==> src/rtl/mon_packet_tx_if.sv <==
// Handshake and line signals of the NeXT monitor-link host transmitter.
// The producer (host side) uses the master modport; mon_packet_tx uses slave.
//
// Handshake: a packet transfers on a rising edge where tx_valid && tx_ready
// are both high. tx_ready is high only while the transmitter is idle.
// tx_valid seen while tx_ready is low is ignored, not queued, so the producer
// holds tx_valid and tx_data until it sees tx_ready.
interface mon_packet_tx_if;
  logic [39:0] tx_data;   // [39:32] opcode, [31:0] payload, sent MSB first
  logic        tx_valid;
  logic        tx_ready;
  logic        to_mon;    // serial line, idles high
  logic        busy;
  logic        tx_done;

  modport master (
    output tx_data,
    output tx_valid,
    input  tx_ready,
    input  to_mon,
    input  busy,
    input  tx_done
  );

  modport slave (
    input  tx_data,
    input  tx_valid,
    output tx_ready,
    output to_mon,
    output busy,
    output tx_done
  );
endinterface

==> src/rtl/mon_packet_tx.sv <==
// mon_packet_tx: host-side serial transmitter for the NeXT monitor link.
// Sends a 40-bit packet on to_mon as: one low start bit, 40 data bits MSB
// first, an optional even-parity bit, then GUARD_BITS bit-times of high line.
// Every bit lasts exactly BIT_CLKS mon_clk cycles. All outputs are flops.
//
// Optional feature: define MON_TX_PARITY_EN to append an even-parity bit
// (XOR of the 40 latched bits) after the last data bit. Without the macro
// there is no parity state and no parity logic.
//
// Parameter limits: BIT_CLKS >= 2, GUARD_BITS >= 1 (and <= 64),
// 2**W > BIT_CLKS.
module mon_packet_tx #(
  parameter int BIT_CLKS   = 50,
  parameter int GUARD_BITS = 2,
  parameter int W          = 6
) (
  input  logic           mon_clk,
  input  logic           reset,
  mon_packet_tx_if.slave bus,
  output logic [2:0]     state_dbg
);

  typedef enum logic [2:0] {
    S_IDLE   = 3'd0,
    S_START  = 3'd1,
    S_DATA   = 3'd2,
`ifdef MON_TX_PARITY_EN
    S_PARITY = 3'd3,
`endif
    S_GUARD  = 3'd4
  } state_t;

  // Counter terminal values. CNT_PRE marks the cycle before the last one of
  // a bit-time, used so the registered tx_done lands on the final cycle.
  localparam logic [W-1:0] CNT_LAST   = W'(BIT_CLKS - 1);
  localparam logic [W-1:0] CNT_PRE    = W'(BIT_CLKS - 2);
  localparam logic [W-1:0] CNT_ONE    = {{(W-1){1'b0}}, 1'b1};
  localparam logic [5:0]   LAST_BIT   = 6'd39;
  localparam logic [5:0]   GUARD_LAST = 6'(GUARD_BITS - 1);

  state_t        state;
  logic [W-1:0]  clk_cnt;   // cycle within the current bit-time
  logic [5:0]    bit_idx;   // data bit 0..39, reused as guard bit-time index
  logic [39:0]   shreg;     // latched packet, shifted left per data bit
  logic          to_mon_q;
  logic          ready_q;
  logic          busy_q;
  logic          done_q;
`ifdef MON_TX_PARITY_EN
  logic          parity_q;  // even parity of the latched packet
`endif

  assign bus.to_mon   = to_mon_q;
  assign bus.tx_ready = ready_q;
  assign bus.busy     = busy_q;
  assign bus.tx_done  = done_q;
  assign state_dbg    = state;

  // Transmit FSM: every output is registered and set for the state being
  // entered, so the line changes exactly on bit boundaries.
  always_ff @(posedge mon_clk) begin
    if (reset) begin
      state    <= S_IDLE;
      clk_cnt  <= '0;
      bit_idx  <= '0;
      shreg    <= '0;
      to_mon_q <= 1'b1;
      ready_q  <= 1'b0;
      busy_q   <= 1'b0;
      done_q   <= 1'b0;
`ifdef MON_TX_PARITY_EN
      parity_q <= 1'b0;
`endif
    end else begin
      done_q <= 1'b0;
      case (state)
        S_IDLE: begin
          // ready_q is already high here except on the first cycle after
          // reset, which keeps a packet from starting in that cycle.
          to_mon_q <= 1'b1;
          busy_q   <= 1'b0;
          ready_q  <= 1'b1;
          if (bus.tx_valid && ready_q) begin
            shreg    <= bus.tx_data;
`ifdef MON_TX_PARITY_EN
            parity_q <= ^bus.tx_data;
`endif
            clk_cnt  <= '0;
            bit_idx  <= '0;
            to_mon_q <= 1'b0;
            busy_q   <= 1'b1;
            ready_q  <= 1'b0;
            state    <= S_START;
          end
        end

        S_START: begin
          if (clk_cnt == CNT_LAST) begin
            clk_cnt  <= '0;
            to_mon_q <= shreg[39];
            state    <= S_DATA;
          end else begin
            clk_cnt <= clk_cnt + CNT_ONE;
          end
        end

        S_DATA: begin
          if (clk_cnt == CNT_LAST) begin
            clk_cnt <= '0;
            if (bit_idx == LAST_BIT) begin
              bit_idx  <= '0;
`ifdef MON_TX_PARITY_EN
              to_mon_q <= parity_q;
              state    <= S_PARITY;
`else
              to_mon_q <= 1'b1;
              state    <= S_GUARD;
`endif
            end else begin
              // Next bit is the one below the current MSB.
              bit_idx  <= bit_idx + 6'd1;
              shreg    <= {shreg[38:0], 1'b0};
              to_mon_q <= shreg[38];
            end
          end else begin
            clk_cnt <= clk_cnt + CNT_ONE;
          end
        end

`ifdef MON_TX_PARITY_EN
        S_PARITY: begin
          if (clk_cnt == CNT_LAST) begin
            clk_cnt  <= '0;
            to_mon_q <= 1'b1;
            state    <= S_GUARD;
          end else begin
            clk_cnt <= clk_cnt + CNT_ONE;
          end
        end
`endif

        S_GUARD: begin
          if (clk_cnt == CNT_LAST) begin
            clk_cnt <= '0;
            if (bit_idx == GUARD_LAST) begin
              bit_idx <= '0;
              busy_q  <= 1'b0;
              ready_q <= 1'b1;
              state   <= S_IDLE;
            end else begin
              bit_idx <= bit_idx + 6'd1;
            end
          end else begin
            clk_cnt <= clk_cnt + CNT_ONE;
          end
          // Raised one cycle early so the flop shows it on the last cycle.
          if (clk_cnt == CNT_PRE && bit_idx == GUARD_LAST) begin
            done_q <= 1'b1;
          end
        end

        default: begin
          to_mon_q <= 1'b1;
          busy_q   <= 1'b0;
          ready_q  <= 1'b0;
          clk_cnt  <= '0;
          bit_idx  <= '0;
          state    <= S_IDLE;
        end
      endcase
    end
  end

endmodule

==> src/flat_wrapper.sv <==
// flat-port wrapper written by rule: the top's interface ports become plain ports
module mon_packet_tx_flat 
#(
  parameter int BIT_CLKS   = 50,
  parameter int GUARD_BITS = 2,
  parameter int W          = 6
)
  (mon_clk, reset, state_dbg, bus_tx_data, bus_tx_valid, bus_tx_ready, bus_to_mon, bus_busy, bus_tx_done);
  mon_packet_tx_if bus_i ();
  input  logic mon_clk;
  input  logic reset;
  output logic [2:0] state_dbg;
  input wire logic [$bits(bus_i.tx_data)-1:0] bus_tx_data;
  input wire logic [$bits(bus_i.tx_valid)-1:0] bus_tx_valid;
  output wire logic [$bits(bus_i.tx_ready)-1:0] bus_tx_ready;
  output wire logic [$bits(bus_i.to_mon)-1:0] bus_to_mon;
  output wire logic [$bits(bus_i.busy)-1:0] bus_busy;
  output wire logic [$bits(bus_i.tx_done)-1:0] bus_tx_done;
  assign bus_i.tx_data = bus_tx_data;
  assign bus_i.tx_valid = bus_tx_valid;
  assign bus_tx_ready = bus_i.tx_ready;
  assign bus_to_mon = bus_i.to_mon;
  assign bus_busy = bus_i.busy;
  assign bus_tx_done = bus_i.tx_done;
  mon_packet_tx #(.BIT_CLKS(BIT_CLKS), .GUARD_BITS(GUARD_BITS), .W(W)) u_core (.mon_clk(mon_clk), .reset(reset), .bus(bus_i), .state_dbg(state_dbg));
endmodule
==> config.mk <==
export PLATFORM = sky130hd
export DESIGN_NAME = mon_packet_tx_flat
export DESIGN_NICKNAME = d
export VERILOG_FILES = /design/src/rtl/mon_packet_tx_if.sv /design/src/rtl/mon_packet_tx.sv /design/src/flat_wrapper.sv
export SDC_FILE = /design/constraint.sdc
export NUM_CORES = 1
export LEC_CHECK = 0
export ABC_AREA = 1
export BUFFER_PORTS_ARGS = -buffer_cell sky130_fd_sc_hd__buf_2
export CORE_ASPECT_RATIO = 0.6
export CORE_MARGIN = 5
export CORE_UTILIZATION = 60
export DETAILED_ROUTE_END_ITERATION = 8
export PLACE_DENSITY = 0.84
export SLEW_MARGIN = 20
export SYNTH_ARGS = -nofsm -noshare
export SYNTH_HDL_FRONTEND = slang
export SYNTH_SLANG_ARGS = --single-unit
==> constraint.sdc <==
create_clock -name mon_clk -period 3.2 [get_ports mon_clk]
set_input_delay 0.64 -clock mon_clk [delete_from_list [all_inputs] [get_ports mon_clk]]
set_output_delay 0.64 -clock mon_clk [all_outputs]
set_load 0.03 [all_outputs]
==> impl_metrics.json, run 1 <==
{
  "status": "complete, no violations",
  "synth_warnings": 0,
  "synth_common_cells": "nand2_1 (163), nor2_1 (102), dfxtp_1 (59)",
  "drv_slew": 0,
  "syn_area_um2": 3042,
  "p_total_uw": 3467,
  "wire_per_inst_um": 12.63,
  "rsz0062_at_grt": "no",
  "holdBufCountCts": 0,
  "htreeDepth": 3,
  "clkSlewWorstSetupHoldPaths_ns": 0.06,
  "wl_met1_um": 3410,
  "synthMostInstantiatedCell": "nand2_1",
  "netlist.area_leader.share_pct": 38.83,
  "p_leak_uw": 0.001652,
  "fin_cells": 583,
  "yosys.area.top_type": "dfxtp_1",
  "avgSynthCellArea_um2": 6.458,
  "ys_top_cells_by_area": "dfxtp_1 (39%), nand2_1 (20%), nor2_1 (13%), nand4_1 (8.6%), a21oi_1 (2.5%)",
  "gp_congestion": 0.8831,
  "cts_buffer_depth": 2,
  "max_cap_violations": 0,
  "design_area_um2": 3470,
  "rows": 20,
  "via_per_inst": 5.317,
  "antenna_found_initial": 0,
  "cts_setup_buffers": 0,
  "grt-ovfl-total": 0,
  "cp.required_ns": 3.46,
  "synth_cell_types": 25,
  "synth_flop_cell": "dfxtp_1",
  "ys_ff_latch": 59,
  "clock-sinks": 59,
  "tightest_slew_ns": 0.8283,
  "boundaryPins": 50,
  "ff2ff_setup_slack_ns": 1.04,
  "die-height_um": 65.15,
  "grt_pass1_vias": 2704,
  "cts_tree": "done",
  "die_area_um2": 6640,
  "cp_max_fo": 25,
  "antenna_left": 0,
  "worstPathArrival_ns": 2.42,
  "synth-edff-count": 0,
  "drt-total-wl_um": 7363,
  "remaining_drc_errors": 0,
  "setup_tns_ns": 0,
  "die_w_um": 101.9,
  "fin_skew_ns": 0.006419,
  "grt_max_degree": 44,
  "endpoint_kind": "flop",
  "cts_buffers": 9,
  "slowest_stage": "a21oi_4",
  "top_layer": "met4",
  "grtUsageTotal_pct": 23.16,
  "synthCells": 471,
  "initial_core_util_pct": 61.08,
  "num_antenna_cells": 0,
  "syn2layout_area_growth_pct": 14.07,
  "wl_met2_um": 3101,
  "seq_area_frac_synth_pct": 38.83,
  "dp_hpwl_um": 5062,
  "cts_resized": 0,
  "ir_drop_uv": 579.3,
  "port_buffers": 49,
  "slew_headroom_pct": 44.61,
  "critical_path_class": "flop to flop",
  "fin_crit_sh_pct": 67.52,
  "max_freq_ghz": 0.4628,
  "place_inst": 567,
  "syn_nets": 519,
  "hold_path.class": "flop to flop",
  "grt_pass1_wl_um": 12340,
  "dr.pass1.iters": 5,
  "utilization_pct": 69.67,
  "crit_chain": "inv_2 > nor3_4 > buf_4 > nand2_2 > a21oi_4 > buf_4 > nor2_1 > nor2_1",
  "setup_viol": 0,
  "start_kind": "flop",
  "p_per_area_nw_per_um2": 999.3,
  "async_flop_share_pct": 0,
  "wl_met3_um": 787,
  "hold_viol": 0,
  "nNetsFinal": 560,
  "clockRootBuffer": "clkbuf_8",
  "core_area_um2": 4980,
  "via_count": 3100,
  "clock_latency_ns": 0.33,
  "drive_above_1_share_pct": 15.67,
  "crit_path_max_incr_delay_ns": 0.54,
  "dpl-instance-area_um2": 3276,
  "min_period_ns": 2.161,
  "drt-initial-drc-count": 289
}
==> routing by layer <==
metal	vias to the layer above	GRT usage, %
li1	1590	-
met1	1361	32.69
met2	134	34.53
met3	15	7.211
met4	0	5.728
met5	-	0
==> critical path: cells and delay by family (launching register included) <==
family | cells | cell delay [ns]
buf+inv | 3 | 0.68
compound gates | 1 | 0.54
simple gates | 4 | 0.44
flops | 1 | 0.43
==> cell usage in the layout (no fill, tap or decap) <==
cell type and count:
nand2_1 163, nor2_1 102, dfxtp_1 59, buf_2 49, nand4_1 42, inv_1 20, a21oi_1 15, nand3_1 12
o21ai_0 10, clkbuf_8 10, buf_4 7, ha_1 5, inv_2 3, clkinv_2 3, nand2_2 2, nand2_4 2
nor3_1 2, nand3b_1 1, nor3_4 1, a21oi_4 1, nor4_1 1, xnor2_1 1, nor2_2 1, xor2_1 1
o21bai_1 1, clkbuf_1 1, bufinv_16 1, clkinvlp_4 1
==> cells by family after synthesis <==
| group | Yosys count | synth area share, % |
|---|---|---|
| and+or+nand+nor | 329 | 45.99 |
| xor gates and xnor gates | 2 | 0.5760 |
| AOI/OAI and AO/OA | 27 | 4.895 |
| adders and majority gates | 5 | 2.057 |
| DFF | 59 | 38.83 |
| buffers and inverters | 49 | 7.651 |
==> power breakdown <==
part | internal (µW) | switching [µW] | leakage [µW] | total, µW
clock | 377 | 287 | 0.0000991 | 663
sequential | 944 | 126 | 0.000485 | 1070
combinational | 529 | 1200 | 0.00107 | 1730
==> layout make-up <==
cell class,count,area (µm²)
sequential,59,1181
clock inverter,5,52.55
multi-input combinational,363,1628
fill,447,1510
inverter,23,86.33
clock buffer,11,141.4
tap,66,82.58
timing repair buffer,56,297.8
==> worst paths after layout <==
kind	from	to	depth (start not counted)
max	u_core.state_dbg[1]	u_core.shreg[3]	8
min	u_core.bus.to_mon	u_core.bus.to_mon	2
max reg2reg	u_core.state_dbg[1]	u_core.shreg[3]	8
min reg2reg	u_core.bus.to_mon	u_core.bus.to_mon	2
==> through the flow <==
| step | setup slack (ns) | hold WS (ns) |
|---|---|---|
| global route | 0.8074 | 0.5004 |
| CTS | 1.055 | 0.4694 |
| floorplan | 1.554 | 0.4544 |
| detailed placement | 1.076 | 0.4532 |
| finish | 1.039 | 0.4632 |
| global placement | 1.144 | 0.4494 |
==> state kept, by name, summed over array words and instances, names as in the netlist <==
| signal | count |
|---|---|
| u_core.shreg | 40 |
| u_core.bit_idx | 6 |
| u_core.bus.tx_done | 1 |
| u_core.bus.tx_ready | 1 |
| u_core.clk_cnt | 6 |
| u_core.state_dbg | 3 |
| u_core.bus.busy | 1 |
| u_core.bus.to_mon | 1 |
Power figures use the tool's default switching activity.
==> run 2, diff against run 1 <==
--- a/config.mk
+++ b/config.mk
@@ -9,9 +9,9 @@
 export BUFFER_PORTS_ARGS = -buffer_cell sky130_fd_sc_hd__buf_2
 export CORE_ASPECT_RATIO = 0.6
 export CORE_MARGIN = 5
-export CORE_UTILIZATION = 60
+export CORE_UTILIZATION = 56
 export DETAILED_ROUTE_END_ITERATION = 8
-export PLACE_DENSITY = 0.84
+export PLACE_DENSITY = 0.79
 export SLEW_MARGIN = 20
 export SYNTH_ARGS = -nofsm -noshare
 export SYNTH_HDL_FRONTEND = slang
==> constraint.sdc (replaced) <==
create_clock -name mon_clk -period 2.2 [get_ports mon_clk]
set_input_delay 0.44 -clock mon_clk [delete_from_list [all_inputs] [get_ports mon_clk]]
set_output_delay 0.44 -clock mon_clk [all_outputs]
set_load 0.03 [all_outputs]
==> run 2 against run 1 <==
Clock-buffer cell count increased by 2. Critical path depth is 1 lower. Fmax up 23%. Total power rose by 48%. Register-to-register slack lost 0.60 ns. Critical path type unchanged. Via count is 0.26% lower. Clock power rose by 36%. First-iteration DRC count is 18% lower. Wire length rose by 6.1%. Highest routed layer unchanged. Sequential cell count did not move. Cell area rose by 1.2%. Hold slack got worse by 0.031 ns. Critical endpoint is now u_core.clk_cnt[5].
==> impl_metrics.json, run 2 (synthesis results as in run 1) <==
{
  "status": "complete, no violations",
  "grt_pass1_vias": 2798,
  "clock_latency_ns": 0.34,
  "remaining_drc_errors": 0,
  "core_area_um2": 5155,
  "slowest_stage": "nand3b_1",
  "utilization_pct": 68.08,
  "slew_headroom_pct": 60.83,
  "via_count": 3092,
  "top_register": "u_core.shreg",
  "cts_buffer_depth": 2,
  "fin_crit_sh_pct": 80.16,
  "rows": 20,
  "die-height_um": 67.09,
  "die_area_um2": 7054,
  "antenna_found_initial": 0,
  "place_inst": 571,
  "wire_per_inst_um": 13.33,
  "syn2layout_area_growth_pct": 15.38,
  "setup_viol": 0,
  "antenna_left": 0,
  "grt_pass1_wl_um": 13140,
  "register_area_um2": 1181,
  "max_freq_ghz": 0.5670,
  "crit_end": "u_core.clk_cnt[5]",
  "cts_resized": 0,
  "cts_buffers": 9,
  "critPathLaunch": "u_core.state_dbg[2]",
  "critical_path_class": "flop to flop",
  "port_buffers": 49,
  "r2r.worst_path.cells": 7,
  "drive_above_1_share_pct": 16.15,
  "dpl-instance-area_um2": 3331,
  "cp_max_fo": 14,
  "crit_path_max_incr_delay_ns": 0.45,
  "ir_drop_uv": 746.5,
  "initial_core_util_pct": 59.00,
  "rr_endpoint": "u_core.clk_cnt[5]",
  "clkSlewWorstSetupHoldPaths_ns": 0.06,
  "fin_cells": 586,
  "hold_viol": 0,
  "min_period_ns": 1.764,
  "cts_tree": "done",
  "holdBufCountCts": 0,
  "endpoint_kind": "flop",
  "cts_setup_buffers": 0,
  "grtUsageTotal_pct": 23.54,
  "reg.largest.list": "u_core.shreg x40, u_core.bit_idx x6, u_core.clk_cnt x6",
  "dr.pass1.iters": 5,
  "ff2ff_setup_slack_ns": 0.44,
  "dp_hpwl_um": 5401,
  "hp-start": "bus_tx_data[0]",
  "drt-initial-drc-count": 237,
  "clock-sinks": 59,
  "fin_skew_ns": 0.005442,
  "reg2reg_from": "u_core.state_dbg[2]",
  "largest_reg_flops": 40,
  "boundaryPins": 50,
  "grt-ovfl-total": 0,
  "grt_max_degree": 40,
  "htreeDepth": 3,
  "start_kind": "flop",
  "clockRootBuffer": "clkbuf_8",
  "drt-total-wl_um": 7812,
  "rsz0062_at_grt": "no",
  "nNetsFinal": 564,
  "die_w_um": 105.1,
  "final_common_cell": "nand2_1",
  "p_per_area_nw_per_um2": 1462,
  "layout_common_cells": "nand2_1 (163), nor2_1 (102), dfxtp_1 (59)",
  "hold_path.class": "input pin to flop",
  "cpMostUsedCell": "nand2_1",
  "max_cap_violations": 0,
  "setup_tns_ns": 0,
  "drv_slew": 0,
  "design_area_um2": 3510,
  "nFillCells": 483,
  "multi_input_area_um2": 1628,
  "tightest_slew_ns": 0.5857,
  "gp_congestion": 0.9823,
  "cp.required_ns": 2.42,
  "p_leak_uw": 0.001676,
  "crit_chain": "inv_1 > nand3b_1 > nand2_1 > nand2_1 > nand3_1 > o21ai_0 > a21oi_1",
  "num_antenna_cells": 0,
  "via_per_inst": 5.276,
  "worstPathArrival_ns": 1.98
}
[run 2: report_power, final]
group,switching [µW],total [µW],internal (µW),leakage (µW)
Clock,409,900,491,0.0000953
Combinational,1810,2680,872,0.00110
Sequential,174,1550,1370,0.000485
[run 2: critical path: cells and delay by family (launching register included)]
kind | cells | cell delay [ns]
simple gates | 4 | 0.83
flops | 1 | 0.42
compound gates | 2 | 0.27
buf+inv | 1 | 0.12
[run 2: cell type report]
cell class / instances / share of cell area [%]
inverter: 23 / 2.460
timing repair buffer: 60 / 10.05
clock buffer: 13 / 4.813
sequential: 59 / 33.65
tap: 66 / 2.353
multi-input combinational: 363 / 46.38
clock inverter: 2 / 0.2852
[run 2: layer usage]
layer | GRT usage (%) | up-vias | share of wire, %
li1 | - | 1595 | -
met2 | 33.46 | 119 | 41
met5 | 0 | - | 0
met3 | 7.454 | 10 | 9.4
met1 | 33.18 | 1368 | 48
met4 | 8.453 | 0 | 1.1
[run 2: worst min path at each step]
stage | end | cells past startpoint
floorplan | u_core.shreg[10] | 2
global placement | u_core.bus.to_mon | 2
detailed placement | u_core.bus.to_mon | 2
CTS | u_core.shreg[0] | 5
global route | u_core.shreg[0] | 5
finish | u_core.shreg[0] | 5
[run 2: stage by stage]
step | total power, µW | setup slack, ns | hold WS (ns)
finish | 5131 | 0.4364 | 0.4325
floorplan | 3649 | 0.5540 | 0.4544
global route | 5598 | 0.2725 | 0.4429
detailed placement | 4211 | 0.5059 | 0.4523
global placement | 4139 | 0.5867 | 0.4526
CTS | 5133 | 0.4911 | 0.4150
